### src/rtl/extbus_pkg.sv
// Shared definitions for the external-bus VRAM controller:
// register map, pointer step table, FSM state encoding.
package extbus_pkg;

    localparam logic [4:0] REG_ADDR_L = 5'd0;
    localparam logic [4:0] REG_ADDR_M = 5'd1;
    localparam logic [4:0] REG_ADDR_H = 5'd2;
    localparam logic [4:0] REG_DATA0  = 5'd3;
    localparam logic [4:0] REG_DATA1  = 5'd4;
    localparam logic [4:0] REG_CTRL   = 5'd5;

    localparam int CTRL_ADDRSEL = 0;
    localparam int CTRL_OVERRUN = 6;
    localparam int CTRL_SOFTRST = 7;

    localparam logic [1:0] ST_IDLE  = 2'd0;
    localparam logic [1:0] ST_WRITE = 2'd1;
    localparam logic [1:0] ST_FETCH = 2'd2;

    typedef struct packed {
        logic [16:0] addr;
        logic [3:0]  incr;
        logic        decr;
    } vptr_t;

    function automatic logic [16:0] incr_step(input logic [3:0] incr);
        logic [16:0] s;
        case (incr)
            4'd0:    s = 17'd0;
            4'd1:    s = 17'd1;
            4'd2:    s = 17'd2;
            4'd3:    s = 17'd4;
            4'd4:    s = 17'd8;
            4'd5:    s = 17'd16;
            4'd6:    s = 17'd32;
            4'd7:    s = 17'd64;
            4'd8:    s = 17'd128;
            4'd9:    s = 17'd256;
            4'd10:   s = 17'd512;
            4'd11:   s = 17'd40;
            4'd12:   s = 17'd80;
            4'd13:   s = 17'd160;
            4'd14:   s = 17'd320;
            default: s = 17'd640;
        endcase
        return s;
    endfunction

    // 17-bit result, so both directions wrap modulo 2^17.
    function automatic logic [16:0] ptr_next(input vptr_t p);
        logic [16:0] step;
        step = incr_step(p.incr);
        return p.decr ? (p.addr - step) : (p.addr + step);
    endfunction

endpackage

### src/rtl/extbus_sync.sv
// Two-flop synchronizer for the asynchronous host bus plus strobe
// edge detection.
// Ports: clk/rst; raw cs_n, rd_n, wr_n, a, d in; synchronized
// cs_n_s, rd_n_s, a_s out; wr_stb/rd_stb pulse one cycle on the
// synchronized strobe rising edge (cs_n low the prior cycle), with
// stb_a/stb_d holding address/data from that prior cycle.
module extbus_sync (
    input  logic       clk,
    input  logic       rst,
    input  logic       cs_n,
    input  logic       rd_n,
    input  logic       wr_n,
    input  logic [4:0] a,
    input  logic [7:0] d,
    output logic       cs_n_s,
    output logic       rd_n_s,
    output logic [4:0] a_s,
    output logic       wr_stb,
    output logic       rd_stb,
    output logic [4:0] stb_a,
    output logic [7:0] stb_d
);

    logic       cs_m, rd_m, wr_m;
    logic [4:0] a_m;
    logic [7:0] d_m;
    logic       wr_n_s;
    logic [7:0] d_s;
    logic       cs_p, rd_p, wr_p;

    always_ff @(posedge clk) begin
        if (rst) begin
            cs_m   <= 1'b1;
            rd_m   <= 1'b1;
            wr_m   <= 1'b1;
            a_m    <= '0;
            d_m    <= '0;
            cs_n_s <= 1'b1;
            rd_n_s <= 1'b1;
            wr_n_s <= 1'b1;
            a_s    <= '0;
            d_s    <= '0;
            cs_p   <= 1'b1;
            rd_p   <= 1'b1;
            wr_p   <= 1'b1;
            stb_a  <= '0;
            stb_d  <= '0;
        end else begin
            cs_m   <= cs_n;
            rd_m   <= rd_n;
            wr_m   <= wr_n;
            a_m    <= a;
            d_m    <= d;
            cs_n_s <= cs_m;
            rd_n_s <= rd_m;
            wr_n_s <= wr_m;
            a_s    <= a_m;
            d_s    <= d_m;
            cs_p   <= cs_n_s;
            rd_p   <= rd_n_s;
            wr_p   <= wr_n_s;
            stb_a  <= a_s;
            stb_d  <= d_s;
        end
    end

    assign wr_stb = wr_n_s && !wr_p && !cs_p;
    assign rd_stb = rd_n_s && !rd_p && !cs_p;

endmodule

### src/rtl/extbus_vram_ctrl.sv
// Host-bus register window onto a 128 KiB VRAM with two auto-stepping
// pointers, per-port prefetch latches and a single-outstanding master.
// Ports: clk, rst (sync, active-high); extbus_cs_n/rd_n/wr_n/a/d_in
// async host bus in, extbus_d_out/d_oe read data out; vram_req/we/
// addr/wdata request out, vram_ack/rdata completion in.
module extbus_vram_ctrl
    import extbus_pkg::*;
(
    input  logic        clk,
    input  logic        rst,
    input  logic        extbus_cs_n,
    input  logic        extbus_rd_n,
    input  logic        extbus_wr_n,
    input  logic [4:0]  extbus_a,
    input  logic [7:0]  extbus_d_in,
    output logic [7:0]  extbus_d_out,
    output logic        extbus_d_oe,
    output logic        vram_req,
    output logic        vram_we,
    output logic [16:0] vram_addr,
    output logic [7:0]  vram_wdata,
    input  logic        vram_ack,
    input  logic [7:0]  vram_rdata
);

    logic       cs_n_s, rd_n_s;
    logic [4:0] a_s;
    logic       wr_stb, rd_stb;
    logic [4:0] stb_a;
    logic [7:0] stb_d;

    extbus_sync u_sync (
        .clk    (clk),
        .rst    (rst),
        .cs_n   (extbus_cs_n),
        .rd_n   (extbus_rd_n),
        .wr_n   (extbus_wr_n),
        .a      (extbus_a),
        .d      (extbus_d_in),
        .cs_n_s (cs_n_s),
        .rd_n_s (rd_n_s),
        .a_s    (a_s),
        .wr_stb (wr_stb),
        .rd_stb (rd_stb),
        .stb_a  (stb_a),
        .stb_d  (stb_d)
    );

    vptr_t       ptr      [0:1];
    logic [16:0] wr_addr  [0:1];
    logic [7:0]  wr_data  [0:1];
    logic [7:0]  latch    [0:1];
    logic [1:0]  wr_pend;
    logic [1:0]  fetch_pend;
    logic        addrsel;
    logic        overrun;
    logic        soft_rst;
    logic [1:0]  state;
    logic        cur_port;
    logic        stale;

    logic        go, go_we, go_port;
    logic        ptr_reg_wr;
    logic        data_acc, data_port;
    logic        data_ok, data_ovr;
    logic [1:0]  busy;
    logic        fetch_live, live_port;
    logic        flush;
    logic        fetch_ack;
    logic [7:0]  rd_mux;

    always_comb begin
        go      = 1'b0;
        go_we   = 1'b0;
        go_port = 1'b0;
        if (state == ST_IDLE) begin
            if (wr_pend[0]) begin
                go    = 1'b1;
                go_we = 1'b1;
            end else if (wr_pend[1]) begin
                go      = 1'b1;
                go_we   = 1'b1;
                go_port = 1'b1;
            end else if (fetch_pend[0]) begin
                go = 1'b1;
            end else if (fetch_pend[1]) begin
                go      = 1'b1;
                go_port = 1'b1;
            end
        end
    end

    assign busy       = wr_pend | fetch_pend;
    assign ptr_reg_wr = wr_stb && (stb_a == REG_ADDR_L ||
                                   stb_a == REG_ADDR_M ||
                                   stb_a == REG_ADDR_H);
    assign data_acc   = (wr_stb || rd_stb) &&
                        (stb_a == REG_DATA0 || stb_a == REG_DATA1);
    assign data_port  = (stb_a == REG_DATA1);
    assign data_ok    = data_acc && !busy[data_port];
    assign data_ovr   = data_acc && busy[data_port];

    // A fetch is "live" from the cycle it is issued until its ack; a
    // pointer rewrite during that window makes its data stale.
    assign fetch_live = (state == ST_FETCH) || (go && !go_we);
    assign live_port  = (state == ST_IDLE) ? go_port : cur_port;
    assign flush      = ptr_reg_wr && fetch_live && (live_port == addrsel);
    assign fetch_ack  = (state == ST_FETCH) && vram_ack;

    always_ff @(posedge clk) begin
        if (rst || soft_rst) begin
            for (int i = 0; i < 2; i++) begin
                ptr[i]     <= '0;
                wr_addr[i] <= '0;
                wr_data[i] <= '0;
                latch[i]   <= '0;
            end
            wr_pend    <= '0;
            fetch_pend <= '0;
            addrsel    <= 1'b0;
            overrun    <= 1'b0;
            soft_rst   <= 1'b0;
            state      <= ST_IDLE;
            cur_port   <= 1'b0;
            stale      <= 1'b0;
            vram_req   <= 1'b0;
            vram_we    <= 1'b0;
            vram_addr  <= '0;
            vram_wdata <= '0;
        end else begin
            unique case (state)
                ST_IDLE: begin
                    if (go) begin
                        vram_req <= 1'b1;
                        vram_we  <= go_we;
                        cur_port <= go_port;
                        if (go_we) begin
                            vram_addr  <= wr_addr[go_port];
                            vram_wdata <= wr_data[go_port];
                            state      <= ST_WRITE;
                        end else begin
                            vram_addr <= ptr[go_port].addr;
                            state     <= ST_FETCH;
                        end
                    end
                end
                ST_WRITE: begin
                    if (vram_ack) begin
                        vram_req          <= 1'b0;
                        vram_we           <= 1'b0;
                        wr_pend[cur_port] <= 1'b0;
                        state             <= ST_IDLE;
                    end
                end
                ST_FETCH: begin
                    if (vram_ack) begin
                        vram_req <= 1'b0;
                        stale    <= 1'b0;
                        state    <= ST_IDLE;
                        // Stale data is dropped and the pending flag
                        // is kept so the fetch goes out again.
                        if (!(stale || flush)) begin
                            latch[cur_port]      <= vram_rdata;
                            fetch_pend[cur_port] <= 1'b0;
                        end
                    end
                end
                default: begin
                    vram_req <= 1'b0;
                    vram_we  <= 1'b0;
                    state    <= ST_IDLE;
                end
            endcase

            if (flush && !fetch_ack)
                stale <= 1'b1;

            if (wr_stb) begin
                unique case (stb_a)
                    REG_ADDR_L: begin
                        ptr[addrsel].addr[7:0] <= stb_d;
                        fetch_pend[addrsel]    <= 1'b1;
                    end
                    REG_ADDR_M: begin
                        ptr[addrsel].addr[15:8] <= stb_d;
                        fetch_pend[addrsel]     <= 1'b1;
                    end
                    REG_ADDR_H: begin
                        ptr[addrsel].incr     <= stb_d[7:4];
                        ptr[addrsel].decr     <= stb_d[3];
                        ptr[addrsel].addr[16] <= stb_d[0];
                        fetch_pend[addrsel]   <= 1'b1;
                    end
                    REG_CTRL: begin
                        addrsel  <= stb_d[CTRL_ADDRSEL];
                        soft_rst <= stb_d[CTRL_SOFTRST];
                        if (stb_d[CTRL_OVERRUN])
                            overrun <= 1'b0;
                    end
                    default: ;
                endcase
            end

            if (data_ovr)
                overrun <= 1'b1;

            if (data_ok) begin
                if (wr_stb) begin
                    wr_pend[data_port] <= 1'b1;
                    wr_addr[data_port] <= ptr[data_port].addr;
                    wr_data[data_port] <= stb_d;
                end
                ptr[data_port].addr   <= ptr_next(ptr[data_port]);
                fetch_pend[data_port] <= 1'b1;
            end
        end
    end

    always_comb begin
        rd_mux = '0;
        case (a_s)
            REG_ADDR_L: rd_mux = ptr[addrsel].addr[7:0];
            REG_ADDR_M: rd_mux = ptr[addrsel].addr[15:8];
            REG_ADDR_H: rd_mux = {ptr[addrsel].incr,
                                  ptr[addrsel].decr,
                                  2'b00,
                                  ptr[addrsel].addr[16]};
            REG_DATA0:  rd_mux = latch[0];
            REG_DATA1:  rd_mux = latch[1];
            REG_CTRL:   rd_mux = {1'b0, overrun, 5'b0, addrsel};
            default:    rd_mux = '0;
        endcase
    end

    assign extbus_d_oe  = !cs_n_s && !rd_n_s;
    assign extbus_d_out = extbus_d_oe ? rd_mux : 8'h00;

endmodule

### config.mk
export PLATFORM = sky130hd
export DESIGN_NAME = extbus_vram_ctrl
export DESIGN_NICKNAME = d
export VERILOG_FILES = /design/src/rtl/extbus_pkg.sv /design/src/rtl/extbus_sync.sv /design/src/rtl/extbus_vram_ctrl.sv
export SDC_FILE = /design/constraint.sdc
export NUM_CORES = 1
export LEC_CHECK = 0
export CORE_MARGIN = 4
export CORE_UTILIZATION = 43
export CTS_BUF_LIST = sky130_fd_sc_hd__clkbuf_8
export DETAILED_ROUTE_END_ITERATION = 7
export PLACE_DENSITY = 0.67
export SLEW_MARGIN = 20
export SYNTH_ARGS = -nofsm -noshare
export SYNTH_HDL_FRONTEND = slang
export SYNTH_SLANG_ARGS = --single-unit
### constraint.sdc
create_clock -name clk -period 6.58 [get_ports clk]
set_input_delay 1.316 -clock clk [delete_from_list [all_inputs] [get_ports clk]]
set_output_delay 1.316 -clock clk [all_outputs]
set_load 0.1 [all_outputs]
### Yosys cells after proc, flatten, opt, wreduce, memory -nomap -nowiden

Memory sizes are Yosys's and may differ from the RTL's. A register that Yosys moved wholly into a read port is not among the register bits.
Cells that the tools add are included.

* flip-flop bits (word level): 78
* RAM bits: 110
* memory bits (read-only): 160
* output and inout port bits: 36
* logic and storage cells: 215
* memories kept: 5

* add/subtract/negate cells: 2
* order comparisons: 6
* eq/ne operators: 16
* multiplexer cells: 98
* bitwise logic cells: 8
* reductions and logical operators: 54

Memories
* (no name shown): words 16, width 10, read ports 1, clocked after memory_dff 0, write ports 0, line extbus_pkg.sv:28 `case (incr)`
* ptr: words 2, width 22, read ports 3, clocked after memory_dff 1, write ports 2, line extbus_vram_ctrl.sv:49 `vptr_t ptr [0:1];`
* wr_addr: words 2, width 17, read ports 1, clocked after memory_dff 0, write ports 2, line extbus_vram_ctrl.sv:50 `logic [16:0] wr_addr [0:1];`
* latch: words 2, width 8, read ports 2, clocked after memory_dff 0, write ports 2, line extbus_vram_ctrl.sv:52 `logic [7:0] latch [0:1];`
* wr_data: words 2, width 8, read ports 1, clocked after memory_dff 1, write ports 2, line extbus_vram_ctrl.sv:51 `logic [7:0] wr_data [0:1];`

Operator list (number)
* $mux W17: 5
* $mux W1: 63
* $pmux W8 S6: 1
* $mux W22: 2
* $reduce_or A22 Y1: 2
* $mux W2: 16
* $mux W8: 3
* $eq A5 B2 Y1 const B: 4
* $eq A5 B3 Y1 const B: 4
* $add A17 B17 Y17: 1
* $logic_and A1 B1 Y1: 17
* $reduce_or A17 Y1: 1
* $sub A17 B17 Y17: 1
* $reduce_or A8 Y1: 2
* $eq A5 B1 Y1 const B: 2
* $logic_not A5 Y1: 2
* $reduce_bool A2 Y1: 5
* $reduce_and A3 Y1: 3
* $logic_not A1 Y1: 8
* $or A2 B2 Y2: 4
* $reduce_and A2 Y1: 4
* $logic_or A1 B1 Y1: 7
* $lt A1 B2 Y1 const B: 3
* $and A2 B2 Y2: 2
* 17 further kinds: 22

### Longest topological paths before layout

* depth after elaboration: 20
* mapped depth: 18
* depth with buffers taken out: 15

### Modules after synthesis

A second synthesis with hierarchy kept.

* cells, all modules: 947
* area total of the unflattened synthesis: 9656.8 sq um

Modules (own cells, without submodules)
* extbus_vram_ctrl: times used 1, cells an instance 844, area each 8343.0 sq um, sequential area each 4083.9 sq um
* extbus_sync: times used 1, cells an instance 103, area each 1313.8 sq um, sequential area each 960.9 sq um

### Least setup slack after synthesis

No wires, ideal clock.

* path type: register -> output
* start point: register u_sync.rd_n_s
* end point: output extbus_d_out[0]
* arrival: 3716 ps
* data required time: 5264 ps
* slack: 1548 ps
* stages on the path, launching flop included: 4
* cells stage by stage: dfxtp_1 > nor2_1 > nand3_1 > a21oi_1

* word-level cells in the longest chain between the ends: 3

Ends and longest elaborated chain
* start: declaration: line extbus_sync.sv:16 `output logic rd_n_s,`
* start signal: assignment: line extbus_sync.sv:55 `rd_n_s <= rd_m;`
* $logic_not A1 Y1: line extbus_vram_ctrl.sv:235 `assign extbus_d_oe = !cs_n_s && !rd_n_s;`
* $logic_and A1 B1 Y1: line extbus_vram_ctrl.sv:235
* net extbus_d_oe: line extbus_vram_ctrl.sv:17 `output logic extbus_d_oe,`
* $mux W8: line extbus_vram_ctrl.sv:236 `assign extbus_d_out = extbus_d_oe ? rd_mux : 8'h00;`
* end: declaration: line extbus_vram_ctrl.sv:16 `output logic [7:0] extbus_d_out,`

The timed path passes the listed nets, and every way through them passes these cells.

### Worst setup path in the final report

* start point: register u_sync.a_s[3]
* end point: output extbus_d_out[3]

* word-level cells in the longest chain between the ends: 3

Ends and longest elaborated chain
* start: declaration: line extbus_sync.sv:17 `output logic [4:0] a_s,`
* start signal: assignment: line extbus_sync.sv:57 `a_s <= a_m;`
* $eq A5 B3 Y1 (tied with other cells): line extbus_vram_ctrl.sv:221 `case (a_s)`
* $pmux W8 S6 *: line extbus_vram_ctrl.sv:221
* $mux W8 *: line extbus_vram_ctrl.sv:236

Every way passes the cells marked *; elsewhere a longest branch is shown, timed or not.

==> flow_summary.toml <==
[global_route]
via_count_of_the_first_global_routing_pass = 7299
antenna_found_initial = 1
global_route.usage.total_pct = 21.2
globalRouteOverflowTotal = 0
grt_start_max_net_pins = 51
grt_pass1_wl_mm = 42.3

[yosys]
ys_seq_elements = 197
synth_top_area_share_pct = 33.3
simple_logic_cell_fraction_of_the_synthesized_area_pct = 20.9
post_synth_num_cell_types = 78
yosys.area_share.xor_xnor_pct = 1.07
post_synth_most_frequent_cells = "119 x sky130_fd_sc_hd__nor2_1, 110 x sky130_fd_sc_hd__edfxtp_1, 87 x sky130_fd_sc_hd__dfxtp_1, 86 x sky130_fd_sc_hd__nand2_1, 63 x sky130_fd_sc_hd__and2_1"
post_synth_inst_count = 990
synth-adder-area-share_pct = 2.72
synth_compound_area_share_pct = 16.8
yosysWarningCount = 0
synth_top_family_by_area = "simple AND/OR/NAND/NOR gates"
synthMuxAreaShare_pct = 4.51
number_of_enable_type_register_cells_in_the_synthesized_netlist = 110
ys_seq_area_share_pct = 50.8
synth_area_leaders = "sky130_fd_sc_hd__edfxtp_1 33%, sky130_fd_sc_hd__dfxtp_1 18%, sky130_fd_sc_hd__nor2_1 4.5%"
synth.net_count = 1038
synth.cell_area_um2 = 9930
synth.avg_cell_area_um2 = 10.0
synth.largest_area_cell = "sky130_fd_sc_hd__edfxtp_1"
post-synth-top-count-cell = "sky130_fd_sc_hd__nor2_1"
synth_async_sr_flop_share_pct = 0
yosys_most_used_dff = "sky130_fd_sc_hd__edfxtp_1"

[drt]
drc = 0
route.detailed.wl_per_inst_um = 20.3
final_antenna_net_count = 0
avgViaCountPerCell = 5.78
dr.pass1.iters = 5
dr_total_vias = 7721
detail_route.iter0.violations = 916
finalWirelength_mm = 27.1

[layout]
nets = 1085
flow.area_growth_from_synthesis_pct = 13.4
filler_cell_count = 2059
layout-drive-gt1-share_pct = 8.67

[timing]
timing.final.crit_share_pct = 80.1
achievable-frequency_mhz = 190
timing.final.setup_violations = 0
timing.slew.headroom_pct = 22.0
fin_skew_ns = 0.0114
timing_hold_violations_final = 0
period_minus_slack_ns = 5.27
grt_setup_unrepaired = "no"
max_slew_violations = 0
max_slew.worst_pin.slew_ns = 1.17
setup_tns_after_final_layout_ns = 0

[setup_path]
crit_path_cell_trace = "or3_1 -> nor3b_1 -> a22oi_1 -> a21oi_1 -> a211oi_1 -> nor2_1 -> clkdlybuf4s50_1"
critical_path.max_stage_delay_ns = 1.17
required_ns = 5.26
critical_path_class = "flip-flop to primary output"
slowest_stage = "sky130_fd_sc_hd__clkdlybuf4s50_1"
startpoint_type = "flip-flop"
endpoint_kind = "primary output"
critical_path_arrival_ns = 3.95
critical_path_peak_fanout = 9

[cts]
clk_latency_ns = 0.49
cts-root-buf = "sky130_fd_sc_hd__clkbuf_8"
htree_levels = 4
post-cts-setup-buffers = 0
cts_inserted_buffers = 17
cts-root-to-sink-buffers = 2
tritoncts = "done"
numClockSinks = 197
post_cts.resized_instances = 0
worst_setup_hold_path_clk_slew_ns = 0.12
cts_hold_buffers = 0

[floorplanning]
pin_count = 63
overall_die_width_um = 160
core.rowCount = 55
die_area_um2 = 25600
start_util_pct = 43.7
core_region_area_um2 = 22700
floorplan.die.height_um = 160

[flow_run]
drv_cap = 0

[power_and_ir_drop]
power.density_nw_per_um2 = 214
power.switching_uw = 686
power_report.internal_total_uw = 1720
p_leak_uw = 0.00410
share_clk_of_total_power_pct = 33.7
switching_fraction_pct = 28.5
share_comb_of_total_power_pct = 10.0
seq_power_share_pct = 56.3
totalPowerFinal_uw = 2410
vdd_ir_drop_max_v = 0.000109

[placement]
place.port_buffers = 62
routabilityCongestion = 0.966
place.detailed.hpwl_mm = 20.0

[run_status]
status = "complete, no violations"

[hold_path]
hold_class = "flip-flop to flip-flop"
-- per-layer routing --
layer	track usage [%]	wire length [um]	vias to the layer above
met5	0	0	-
met4	7.04	675	0
met3	5.24	2310	46
met2	31.9	11800	327
met1	30.2	12300	3643
li1	-	-	3705
-- sequential cells by signal, indices dropped and copies added, names as in the netlist, 2 cells and up, named ones only --
register and count:
u_sync.d_m 8, u_sync.stb_a 5, u_sync.stb_d 8, ptr 44, latch 16, wr_addr 34
u_sync.a_s 5, wr_pend 2, fetch_pend 2, u_sync.a_m 5, u_sync.d_s 8, state 2
wr_data 16, vram_addr 17, vram_wdata 8
-- cell usage in the layout (no fill, tap or decap), types with 5 or more instances in the layout --
master,n
sky130_fd_sc_hd__a22oi_1,12
sky130_fd_sc_hd__and3_1,6
sky130_fd_sc_hd__inv_8,5
sky130_fd_sc_hd__xnor2_1,6
sky130_fd_sc_hd__a22o_1,5
sky130_fd_sc_hd__or2_2,12
sky130_fd_sc_hd__clkbuf_8,17
sky130_fd_sc_hd__buf_4,17
sky130_fd_sc_hd__nor2_1,118
sky130_fd_sc_hd__nor2b_1,46
sky130_fd_sc_hd__a211oi_1,37
sky130_fd_sc_hd__ha_1,20
sky130_fd_sc_hd__a21o_1,6
sky130_fd_sc_hd__and2_1,63
sky130_fd_sc_hd__nand2b_1,10
sky130_fd_sc_hd__a21oi_1,59
sky130_fd_sc_hd__o211ai_1,5
sky130_fd_sc_hd__clkdlybuf4s50_1,62
sky130_fd_sc_hd__nor3_1,11
sky130_fd_sc_hd__a221oi_1,12
sky130_fd_sc_hd__dfxtp_1,87
sky130_fd_sc_hd__mux2i_1,32
sky130_fd_sc_hd__edfxtp_1,110
sky130_fd_sc_hd__o31ai_1,5
sky130_fd_sc_hd__inv_1,28
sky130_fd_sc_hd__or3_1,6
sky130_fd_sc_hd__a311oi_1,17
sky130_fd_sc_hd__nand2_1,86
sky130_fd_sc_hd__nand3_1,14
sky130_fd_sc_hd__mux2_2,10
sky130_fd_sc_hd__o21a_1,8
sky130_fd_sc_hd__o21ai_0,23
-- power by group through the flow --
stage               combinational, uW  sequential (uW)  clock (uW)
finish                            240             1360         813
global route                      265             1360         874
CTS                               238             1350         835
detailed placement                237             1380           0
global placement                  235             1380           0
floorplan                         170             1370           0
-- final timing paths --
path / start / to / slack [ns] / depth (start not counted)
max: u_sync.a_s[3]$_SDFF_PP0_ / extbus_d_out[3] / 1.31 / 7
min: u_sync.rd_m$_SDFF_PP1_ / u_sync.rd_n_s$_SDFF_PP1_ / 0.42 / 1
max reg2reg: u_sync.stb_a[4]$_SDFF_PP0_ / ptr[1][18]$_SDFFCE_PN0P_ / 1.62 / 15
min reg2reg: u_sync.rd_m$_SDFF_PP1_ / u_sync.rd_n_s$_SDFF_PP1_ / 0.42 / 1
-- worst max-delay path: cells and delay by family, from the launching register on --
kind                   cells  cell delay (ns)
AND/OR/NAND/NOR            3             1.41
buffers and inverters      1             1.17
AO/OA/AOI/OAI              3             0.54
flip-flops                 1             0.34
-- stage by stage --
stage | cell area [um2] | hold slack (ns) | std cells | setup WS [ns] | utilization (%)
6_report | 11300 | 0.422 | 1336 | 1.31 | 49.6
5_1_grt | 11300 | 0.441 | 1336 | 1.04 | 49.6
4_1_cts | 11300 | 0.425 | 1335 | 1.15 | 49.6
3_5_place_dp | 10900 | 0.394 | 1303 | 1.72 | 47.8
3_3_place_gp | 10900 | 0.393 | 1303 | 1.88 | 47.8
2_1_floorplan | 9930 | 0.389 | 990 | 1.55 | -
-- cell type report --
type	count	area, um2	area share [%]
inverter	28	105	0.933
clock inverter	15	174	1.54
timing repair buffer	79	748	6.64
clock buffer	17	234	2.08
multi-input combinational	714	4600	40.8
antenna	1	2.50	0.0222
sequential	197	5040	44.8
tap	285	357	3.17
-- cell families after synthesis --
kind of cell	after synthesis
AND/OR/NAND/NOR	404
XOR/XNOR	9
AO/OA/AOI/OAI	237
multiplexers	43
adder cells (fa/ha/maj)	21
buffers and inverters	79
flip-flops	197
No activity file was read; power rests on OpenSTA's default activity.
